### src/rtl/psc_pkg.sv
// Shared types and helpers for the serial pattern scan controller.
package psc_pkg;

  typedef enum logic [1:0] {
    IDLE   = 2'd0,
    SCAN   = 2'd1,
    REPORT = 2'd2
  } psc_state_t;

  // Limits a requested pattern length to the hardware maximum.
  function automatic logic [31:0] clamp_len(input logic [31:0] len, input logic [31:0] max_len);
    if (len > max_len) begin
      return max_len;
    end else begin
      return len;
    end
  endfunction

endpackage

### src/rtl/pattern_match_core.sv
// Bit history, saturating bits-seen counter and masked compare for an
// overlapping Mealy pattern matcher; hit is combinational on the incoming bit.
module pattern_match_core
  import psc_pkg::*;
#(
  parameter int PAT_MAX = 8,
  parameter int LEN_W   = $clog2(PAT_MAX + 1)
) (
  input  logic               clk,
  input  logic               rst,
  input  logic               clr,
  input  logic               shift_en,
  input  logic               cur,
  input  logic [PAT_MAX-1:0] pat,
  input  logic [LEN_W-1:0]   len,
  output logic               hit
);

  logic [PAT_MAX-2:0] hist_r;
  logic [LEN_W-1:0]   bits_seen_r;
  logic [PAT_MAX-1:0] window_s;
  logic [PAT_MAX-1:0] mask_s;
  logic               enough_s;
  logic               hit_s;

  // Window of the most recent bits with the current bit in the LSB, and a
  // mask that keeps only the low len bits for comparison.
  always_comb begin
    window_s = {hist_r, cur};
    mask_s   = {PAT_MAX{1'b0}};
    for (int i = 0; i < PAT_MAX; i++) begin
      mask_s[i] = (i < int'(len));
    end
    enough_s = (({1'b0, bits_seen_r} + (LEN_W + 1)'(1)) >= {1'b0, len});
    if (shift_en && (len != {LEN_W{1'b0}}) && enough_s) begin
      hit_s = (((window_s ^ pat) & mask_s) == {PAT_MAX{1'b0}});
    end else begin
      hit_s = 1'b0;
    end
  end

  assign hit = hit_s;

  // History shift and bits-seen saturation, one step per scanned bit.
  always_ff @(posedge clk) begin
    if (!rst) begin
      hist_r      <= {(PAT_MAX - 1){1'b0}};
      bits_seen_r <= {LEN_W{1'b0}};
    end else if (clr) begin
      hist_r      <= {(PAT_MAX - 1){1'b0}};
      bits_seen_r <= {LEN_W{1'b0}};
    end else if (shift_en) begin
      hist_r <= window_s[PAT_MAX-2:0];
      if (bits_seen_r < LEN_W'(PAT_MAX)) begin
        bits_seen_r <= bits_seen_r + LEN_W'(1);
      end else begin
        bits_seen_r <= bits_seen_r;
      end
    end else begin
      hist_r      <= hist_r;
      bits_seen_r <= bits_seen_r;
    end
  end

endmodule

### src/rtl/pattern_scan_ctrl.sv
// Word-in / count-out sequencer around pattern_match_core. Define
// PSC_CARRY_HIST_EN to keep match history across words.
module pattern_scan_ctrl
  import psc_pkg::*;
#(
  parameter int DATA_W  = 16,
  parameter int PAT_MAX = 8,
  parameter int LEN_W   = $clog2(PAT_MAX + 1),
  parameter int CNT_W   = $clog2(DATA_W + 1)
) (
  input  logic               clk,
  input  logic               rst,
  input  logic [PAT_MAX-1:0] cfg_pat,
  input  logic [LEN_W-1:0]   cfg_len,
  input  logic               in_valid,
  output logic               in_ready,
  input  logic [DATA_W-1:0]  in_data,
  output logic               out_valid,
  input  logic               out_ready,
  output logic [CNT_W-1:0]   out_count,
  output logic               hit,
  output logic               busy
);

  localparam int IDX_W = (DATA_W > 1) ? $clog2(DATA_W) : 1;

  psc_state_t         state_r;
  logic [IDX_W-1:0]   idx_r;
  logic [DATA_W-1:0]  word_r;
  logic [PAT_MAX-1:0] pat_r;
  logic [LEN_W-1:0]   len_r;
  logic [CNT_W-1:0]   count_r;
  logic               in_ready_r;
  logic               busy_r;
  logic               out_valid_r;
  logic [CNT_W-1:0]   out_count_r;
  logic               accept_s;
  logic               clr_s;
  logic               scan_s;
  logic               cur_s;
  logic               hit_s;

  assign accept_s = (state_r == IDLE) && in_valid && in_ready_r;
  assign scan_s   = (state_r == SCAN);
  assign cur_s    = word_r[idx_r];

`ifdef PSC_CARRY_HIST_EN
  assign clr_s = 1'b0;
`else
  assign clr_s = accept_s;
`endif

  pattern_match_core #(
    .PAT_MAX (PAT_MAX),
    .LEN_W   (LEN_W)
  ) u_core (
    .clk      (clk),
    .rst      (rst),
    .clr      (clr_s),
    .shift_en (scan_s),
    .cur      (cur_s),
    .pat      (pat_r),
    .len      (len_r),
    .hit      (hit_s)
  );

  // Sequencing FSM with registered handshake and status outputs.
  always_ff @(posedge clk) begin
    if (!rst) begin
      state_r     <= IDLE;
      idx_r       <= {IDX_W{1'b0}};
      word_r      <= {DATA_W{1'b0}};
      pat_r       <= {PAT_MAX{1'b0}};
      len_r       <= {LEN_W{1'b0}};
      count_r     <= {CNT_W{1'b0}};
      in_ready_r  <= 1'b1;
      busy_r      <= 1'b0;
      out_valid_r <= 1'b0;
      out_count_r <= {CNT_W{1'b0}};
    end else begin
      case (state_r)
        IDLE: begin
          if (accept_s) begin
            word_r     <= in_data;
            pat_r      <= cfg_pat;
            len_r      <= LEN_W'(clamp_len(32'(cfg_len), 32'(PAT_MAX)));
            count_r    <= {CNT_W{1'b0}};
            idx_r      <= IDX_W'(DATA_W - 1);
            in_ready_r <= 1'b0;
            busy_r     <= 1'b1;
            state_r    <= SCAN;
          end else begin
            in_ready_r <= 1'b1;
          end
        end
        SCAN: begin
          count_r <= count_r + CNT_W'(hit_s);
          if (idx_r == {IDX_W{1'b0}}) begin
            out_count_r <= count_r + CNT_W'(hit_s);
            out_valid_r <= 1'b1;
            state_r     <= REPORT;
          end else begin
            idx_r <= idx_r - IDX_W'(1);
          end
        end
        REPORT: begin
          if (out_ready) begin
            out_valid_r <= 1'b0;
            busy_r      <= 1'b0;
            in_ready_r  <= 1'b1;
            state_r     <= IDLE;
          end else begin
            out_valid_r <= 1'b1;
          end
        end
        default: begin
          state_r     <= IDLE;
          in_ready_r  <= 1'b1;
          busy_r      <= 1'b0;
          out_valid_r <= 1'b0;
        end
      endcase
    end
  end

  assign in_ready  = in_ready_r;
  assign busy      = busy_r;
  assign out_valid = out_valid_r;
  assign out_count = out_count_r;
  assign hit       = hit_s;

endmodule
### config.mk
export PLATFORM = sky130hd
export DESIGN_NAME = pattern_scan_ctrl
export DESIGN_NICKNAME = d
export VERILOG_FILES = /design/src/rtl/psc_pkg.sv /design/src/rtl/pattern_match_core.sv /design/src/rtl/pattern_scan_ctrl.sv
export SDC_FILE = /design/constraint.sdc
export NUM_CORES = 1
export LEC_CHECK = 0
export CAP_MARGIN = 5
export CELL_PAD_IN_SITES_DETAIL_PLACEMENT = 0
export CELL_PAD_IN_SITES_GLOBAL_PLACEMENT = 1
export CORE_MARGIN = 8
export CORE_UTILIZATION = 47
export DETAILED_ROUTE_END_ITERATION = 10
export DONT_BUFFER_PORTS = 1
export PLACE_DENSITY_LB_ADDON = 0.1
export SYNTH_ARGS = -nofsm -noshare
export SYNTH_HDL_FRONTEND = slang
export SYNTH_SLANG_ARGS = --single-unit
### constraint.sdc
create_clock -name clk -period 2.9 [get_ports clk]
set_input_delay 0.58 -clock clk [delete_from_list [all_inputs] [get_ports clk]]
set_output_delay 0.58 -clock clk [all_outputs]
set_load 0.01 [all_outputs]
# Word-level counts from Yosys, hierarchy flattened

Index checks and enable logic that the tools add are counted.

Register bits: 58
Output and inout bits: 9
Word-level logic and storage cells: 80

Add/sub/neg operators: 4
Order comparisons: 12
Eq/ne operators: 6
Mux-type cells: 22
Bitwise gates (word level): 5
Reductions and logical operators: 19

Operators by type and width:

| kind                                                 | number |
|---|---|
| < comparator 3 x 4 -> 1 bit, first input constant    | 4 |
| two-way mux 4 bit                                    | 3 |
| AND reduction 2 bit                                  | 6 |
| case mux 5 bit (2 select lines)                      | 1 |
| case mux 1 bit (3 select lines)                      | 3 |
| AND reduction 3 bit                                  | 3 |
| bitwise AND 8 bit                                    | 1 |
| zero test 8 bit                                      | 1 |
| < comparator 1 x 4 -> 1 bit, first input constant    | 2 |
| < comparator 2 x 4 -> 1 bit, first input constant    | 2 |
| two-way mux 1 bit                                    | 8 |
| inequality test 2 bit, second input constant         | 4 |
| case mux 4 bit (2 select lines)                      | 1 |
| bitwise XOR 8 bit                                    | 1 |
| two-way mux 2 bit                                    | 3 |
| case mux 2 bit (3 select lines)                      | 1 |
| adder 4 x 1 -> 5 bit, second input constant          | 1 |
| adder 5 x 1 -> 5 bit                                 | 1 |
| >= comparator 5 x 4 -> 1 bit                         | 1 |
| < comparator 4 x 5 -> 1 bit, second input constant   | 1 |
| two-way mux 5 bit                                    | 1 |
| adder 4 x 1 -> 4 bit, second input constant          | 1 |
| binary-select mux 1 bit (select 4 bit)               | 1 |
| greater-than comparator 4 bit, second input constant | 1 |
| 11 further kinds                                     | 16 |

# Logic depth before layout (Yosys ltp)

Word-level depth: 8
Mapped depth: 13

# By module

A second synthesis with hierarchy kept.

Cells, all modules: 315
Area, all modules: 2721.4 um2

Modules (own cells, without submodules):

| module             | times used | cells each | area an instance (um2) | seq. area each (um2) |
|---|---|---|---|---|
| pattern_scan_ctrl  | 1          | 241        | 2034.5                 | 940.9 |
| pattern_match_core | 1          | 74         | 686.9                  | 220.2 |

# Worst setup path after synthesis

OpenSTA, ideal clock, no wires.

Path kind: register to register
Start point: register idx_r[0]
End point: register count_r[4]
Arrival time: 2.689 ns
Required time: 2.772 ns
Path slack: 0.084 ns
Stages on the path, launching flop included: 13
Buffers on the path: 1
Clock period less this slack: 2.816 ns
Cells stage by stage: dfxtp_1 buf_6 mux2i_1 mux4_2 xnor2_1 and3_1 nor4_2 ha_1 ha_1 nand3_1 xor2_1 a2bb2oi_1 nor2_1

Cells in the longest elaborated chain, start to end: 8

Ends and longest elaborated chain:

| item                                    | RTL line                 | source |
|---|---|---|
| start, declared                         | pattern_scan_ctrl.sv:28  | `logic [IDX_W-1:0] idx_r;` |
| start signal, assigned                  | pattern_scan_ctrl.sv:71  | `idx_r <= {IDX_W{1'b0}};` |
| start signal, assigned                  | pattern_scan_ctrl.sv:88  | `idx_r <= IDX_W'(DATA_W - 1);` |
| start signal, assigned                  | pattern_scan_ctrl.sv:103 | `idx_r <= idx_r - IDX_W'(1);` |
| binary-select mux 1 bit (select 4 bit)  | pattern_scan_ctrl.sv:45  | `assign cur_s = word_r[idx_r];` |
| two-way mux 1 bit (not written as such) | pattern_scan_ctrl.sv:45  |  |
| bitwise XOR 8 bit                       | pattern_match_core.sv:36 | `hit_s = (((window_s ^ pat) & mask_s) == {PAT_MAX{1'b0}});` |
| bitwise AND 8 bit                       | pattern_match_core.sv:36 |  |
| zero test 8 bit                         | pattern_match_core.sv:36 |  |
| two-way mux 1 bit                       | pattern_match_core.sv:35 | `if (shift_en && (len != {LEN_W{1'b0}}) && enough_s) begin` |
| net hit                                 | pattern_scan_ctrl.sv:21  | `output logic hit,` |
| adder 5 x 1 -> 5 bit                    | pattern_scan_ctrl.sv:97  | `count_r <= count_r + CNT_W'(hit_s);` |
| case mux 5 bit (2 select lines)         | pattern_scan_ctrl.sv:81  | `case (state_r)` |
| end signal, assigned                    | pattern_scan_ctrl.sv:75  | `count_r <= {CNT_W{1'b0}};` |
| end signal, assigned                    | pattern_scan_ctrl.sv:87  | `count_r <= {CNT_W{1'b0}};` |
| end signal, assigned                    | pattern_scan_ctrl.sv:97  |  |
| end, declared                           | pattern_scan_ctrl.sv:32  | `logic [CNT_W-1:0] count_r;` |

The timed path passes the listed nets, and every way through them passes these cells. The select of a mux whose other input is x is not followed.
A chain may end at the register's enable or synchronous reset.

# Final worst setup path

Start point: register idx_r[0]
End point: output hit

Cells in the longest elaborated chain, start to end: 6

Ends and longest elaborated chain:

| item                                    | RTL line |
|---|---|
| binary-select mux 1 bit (select 4 bit)  | pattern_scan_ctrl.sv:45 |
| two-way mux 1 bit (not written as such) | pattern_scan_ctrl.sv:45 |
| bitwise XOR 8 bit                       | pattern_match_core.sv:36 |
| bitwise AND 8 bit                       | pattern_match_core.sv:36 |
| zero test 8 bit                         | pattern_match_core.sv:36 |
| two-way mux 1 bit                       | pattern_match_core.sv:35 |
| end, declared                           | pattern_scan_ctrl.sv:21 |

No other way between the ends. The select of a mux whose other input is x is not followed.

==> reports/metrics.csv <==
stage;metric;value;unit
logic_synthesis;Compound-Gate Fraction of Synth Area;0.157;
run_status;run status;finished clean;
logic_synthesis;async set-or-reset flop fraction in the synthesized netlist;0;
logic_synthesis;Synth Area in XOR/XNOR;0.0518;
setup_path;Worst Setup SP;idx_r[0];
power_and_ir_drop;Pleak;1.11;nW
clocking;clock tree root buffer cell;clkbuf_8;
detailed_routing;final WL;5770;um
logic_synthesis;Adder-Cell Fraction of Synth Area;0.0509;
clocking;maximum root-to-sink buffer count;2;
logic_synthesis;Synth Area in Simple Gates;0.193;
flow_run;MaxCap Viol Count;0;
setup_path;Worst R2R Path Depth;12;
logic_synthesis;EDFF count, synth;0;
setup_path;end of the critical path;hit;
logic_synthesis;area of the mapped netlist;2700;um2
cells_and_area;most frequent cells in the layout;nand2_1 (62), dfxtp_1 (57), a21oi_1 (37);
setup_path;Req. time, crit path;2.32;ns
detailed_routing;first-pass iteration count of the detailed router;4;
detailed_routing;DR DRC count;0;
sta;fin crit share;0.967;
cells_and_area;antenna cells;0;
cells_and_area;Finished Core Util;0.548;
logic_synthesis;largest family of logic cells by synthesized area;simple AND/OR/NAND/NOR gates;
sta;min cycle time layout;2.80;ns
place;Placer Congestion;0.775;
setup_path;Critical Path End Type;primary output;
cells_and_area;layout cells sized above 1;0.122;
cells_and_area;P&R area growth vs syn;12.4;%
detailed_routing;Vias/cell;5.40;
setup_path;R2R Setup Slk;0.14;ns
global_route;largest net degree at the start of global routing;23;
clocking;later-pin clock latency in the skew report;0.34;ns
global_route;Overflow after GRT;0;
detailed_routing;via count;2158;
logic_synthesis;most used flip-flop cell after synthesis;dfxtp_1;
clocking;H-tree Lvls;3;
clocking;Clk pin slew, worst setup/hold paths;0.07;ns
cells_and_area;most common cell after layout, fill and taps aside;nand2_1;
place;Port Buffers;0;
floorplan;die height;91.8;um
cells_and_area;Final nets;366;
sta;normalized max-slew margin;0.623;
sta;Worst-Margin Slew;0.561;ns
setup_path;Critical Path Fanout Max;8;
clocking;clk sinks;58;
place;hpwl dp;4180;um
global_route;first-pass GRT wire length;9660;um
detailed_routing;Final ANT Viol Nets;0;
sta;Hold Violations, Final;0;
logic_synthesis;Synth Instances;316;
clocking;Num CTS Buffers;9;
setup_path;worst reg2reg path endpoint;count_r[4];
floorplan;core area;5540;um2
detailed_routing;1st-iter DRT viols;53;
floorplan;Starting Density;0.488;
sta;Setup TNS Final;0;ns
clocking;hold buffers post-CTS;0;
detailed_routing;routed len/inst;14.4;um
logic_synthesis;largest area contributor in the netlist;dfxtp_1;
logic_synthesis;post-synth cell types;40;
sta;Slew Limit Fails;0;
setup_path;CP Launch Type;flip-flop;
setup_path;FF-to-FF Start;idx_r[0];
sta;fmax;357;MHz
logic_synthesis;Yosys top cell area share;0.429;
power_and_ir_drop;VDD IR max;422;uV
floorplan;Die Area;8440;um2
min_path;Min-Delay Path Class;in -> reg;
logic_synthesis;post-synthesis mux area share;0.0796;
floorplan;Top Ports;41;
sta;Max Clock Skew;0.00562;ns
clocking;CTS tree;built;
sta;unrepaired setup endpoints after global routing;no;
setup_path;Arrival @ worst endpoint;2.22;ns
global_route;total global-route track usage;0.142;
logic_synthesis;top cells by area, synth;dfxtp_1 (43%), nand2_1 (8.6%), a21oi_1 (6.8%);
power_and_ir_drop;P per Cell Area;809;nW/um2
logic_synthesis;Synth Register Bits;58;
sta;Hold Worst Slack;0.320;ns
logic_synthesis;Synthesized Nets;359;
logic_synthesis;sequential fraction of the synthesis area;0.429;
logic_synthesis;Synth Area per Inst;8.56;um2
floorplan;width of the die;91.8;um
setup_path;Crit Path Class;reg -> out;
global_route;vias in the first global route;2080;
sta;Final Setup Violations;0;
global_route;antenna violations before repair;0;
floorplan;Site Rows;27;
logic_synthesis;Yosys warning count;0;
==> synth_stat cells, drive strengths merged, types with 2 or more instances <==
master,number
inv,8
dfxtp,58
a2bb2oi,2
xnor2,10
a211oi,5
nand2b,5
a21oi,37
o21ai,10
a311oi,2
mux2i,17
nor2,27
nand2,62
clkbuf,12
and3,3
a21o,2
a32oi,3
nand3,9
nor2b,3
buf,4
nand3b,4
ha,11
mux4,2
xor2,6
==> how the worst min path moves through the flow <==
stage	from	end	slack [ns]	cells after the start
3_5_place_dp	word_r[9]	word_r[9]	0.45	2
3_3_place_gp	word_r[9]	word_r[9]	0.45	2
2_1_floorplan	word_r[0]	word_r[0]	0.44	2
6_report	rst	in_ready	0.32	1
5_1_grt	rst	in_ready	0.32	1
4_1_cts	rst	in_ready	0.31	1
==> state kept, by name, indices dropped and copies added (netlist names) <==
name and count:
busy 1, count_r 5, idx_r 4, in_ready 1, len_r 4, out_count 5, out_valid 1, pat_r 8
state_r 2, u_core.bits_seen_r 4, u_core.hist_r 7, word_r 16
==> routing by layer <==
metal	wire length (um)	vias to the layer above	track usage
met1	2730	1001	0.169
met4	85	0	0.0685
met3	266	10	0.0513
met5	0	-	0
li1	-	1110	-
met2	2690	37	0.221
==> power breakdown <==
part / leakage [nW] / switching [mW] / total [mW] / internal, mW
combinational: 0.549 / 0.451 / 0.780 / 0.328
sequential: 0.474 / 0.102 / 1.01 / 0.912
clock: 0.0847 / 0.333 / 0.665 / 0.332
==> cell type report <==
class / instances / area, um2
clock buffer: 10 / 138
clock inverter: 6 / 41.3
fill: 571 / 2500
inverter: 9 / 33.8
multi-input combinational: 233 / 1480
sequential: 58 / 1160
tap: 72 / 90.1
timing repair buffer: 12 / 93.8
==> worst max-delay path, stage by stage (launching register included) <==
cell	delay, ns
dfxtp_2	0.32
buf_6	0.13
mux2i_1	0.11
mux4_2	0.52
xnor2_1	0.15
and3_4	0.18
nor4_4	0.29
buf_4	0.18
==> kinds of logic (layout without fill, tap and decap cells) <==
family | after synthesis | in the layout
AND/OR/NAND/NOR | 118 | 118
adder cells (fa/ha/maj) | 11 | 11
XOR/XNOR | 16 | 16
multiplexers | 19 | 19
AO/OA/AOI/OAI | 69 | 69
flip-flops | 58 | 58
buffers and inverters | 25 | 37
==> what timing repair did <==
action,CTS,global route
endpoints found under the setup margin,0,4
hold endpoints to repair,0,0
resized for setup,0,8
buffers inserted,0,1
==> through the flow <==
step	instance area [um2]	power, mW	setup slack (ns)	std cells
floorplan	2700	1.60	0.0835	316
global placement	2810	1.79	0.136	383
detailed placement	2810	1.80	0.0428	383
CTS	2990	2.47	0.0115	399
global route	3040	2.63	0.00725	400
finish	3040	2.46	0.0959	400
Note: power is estimated with default switching activity, not from simulation.
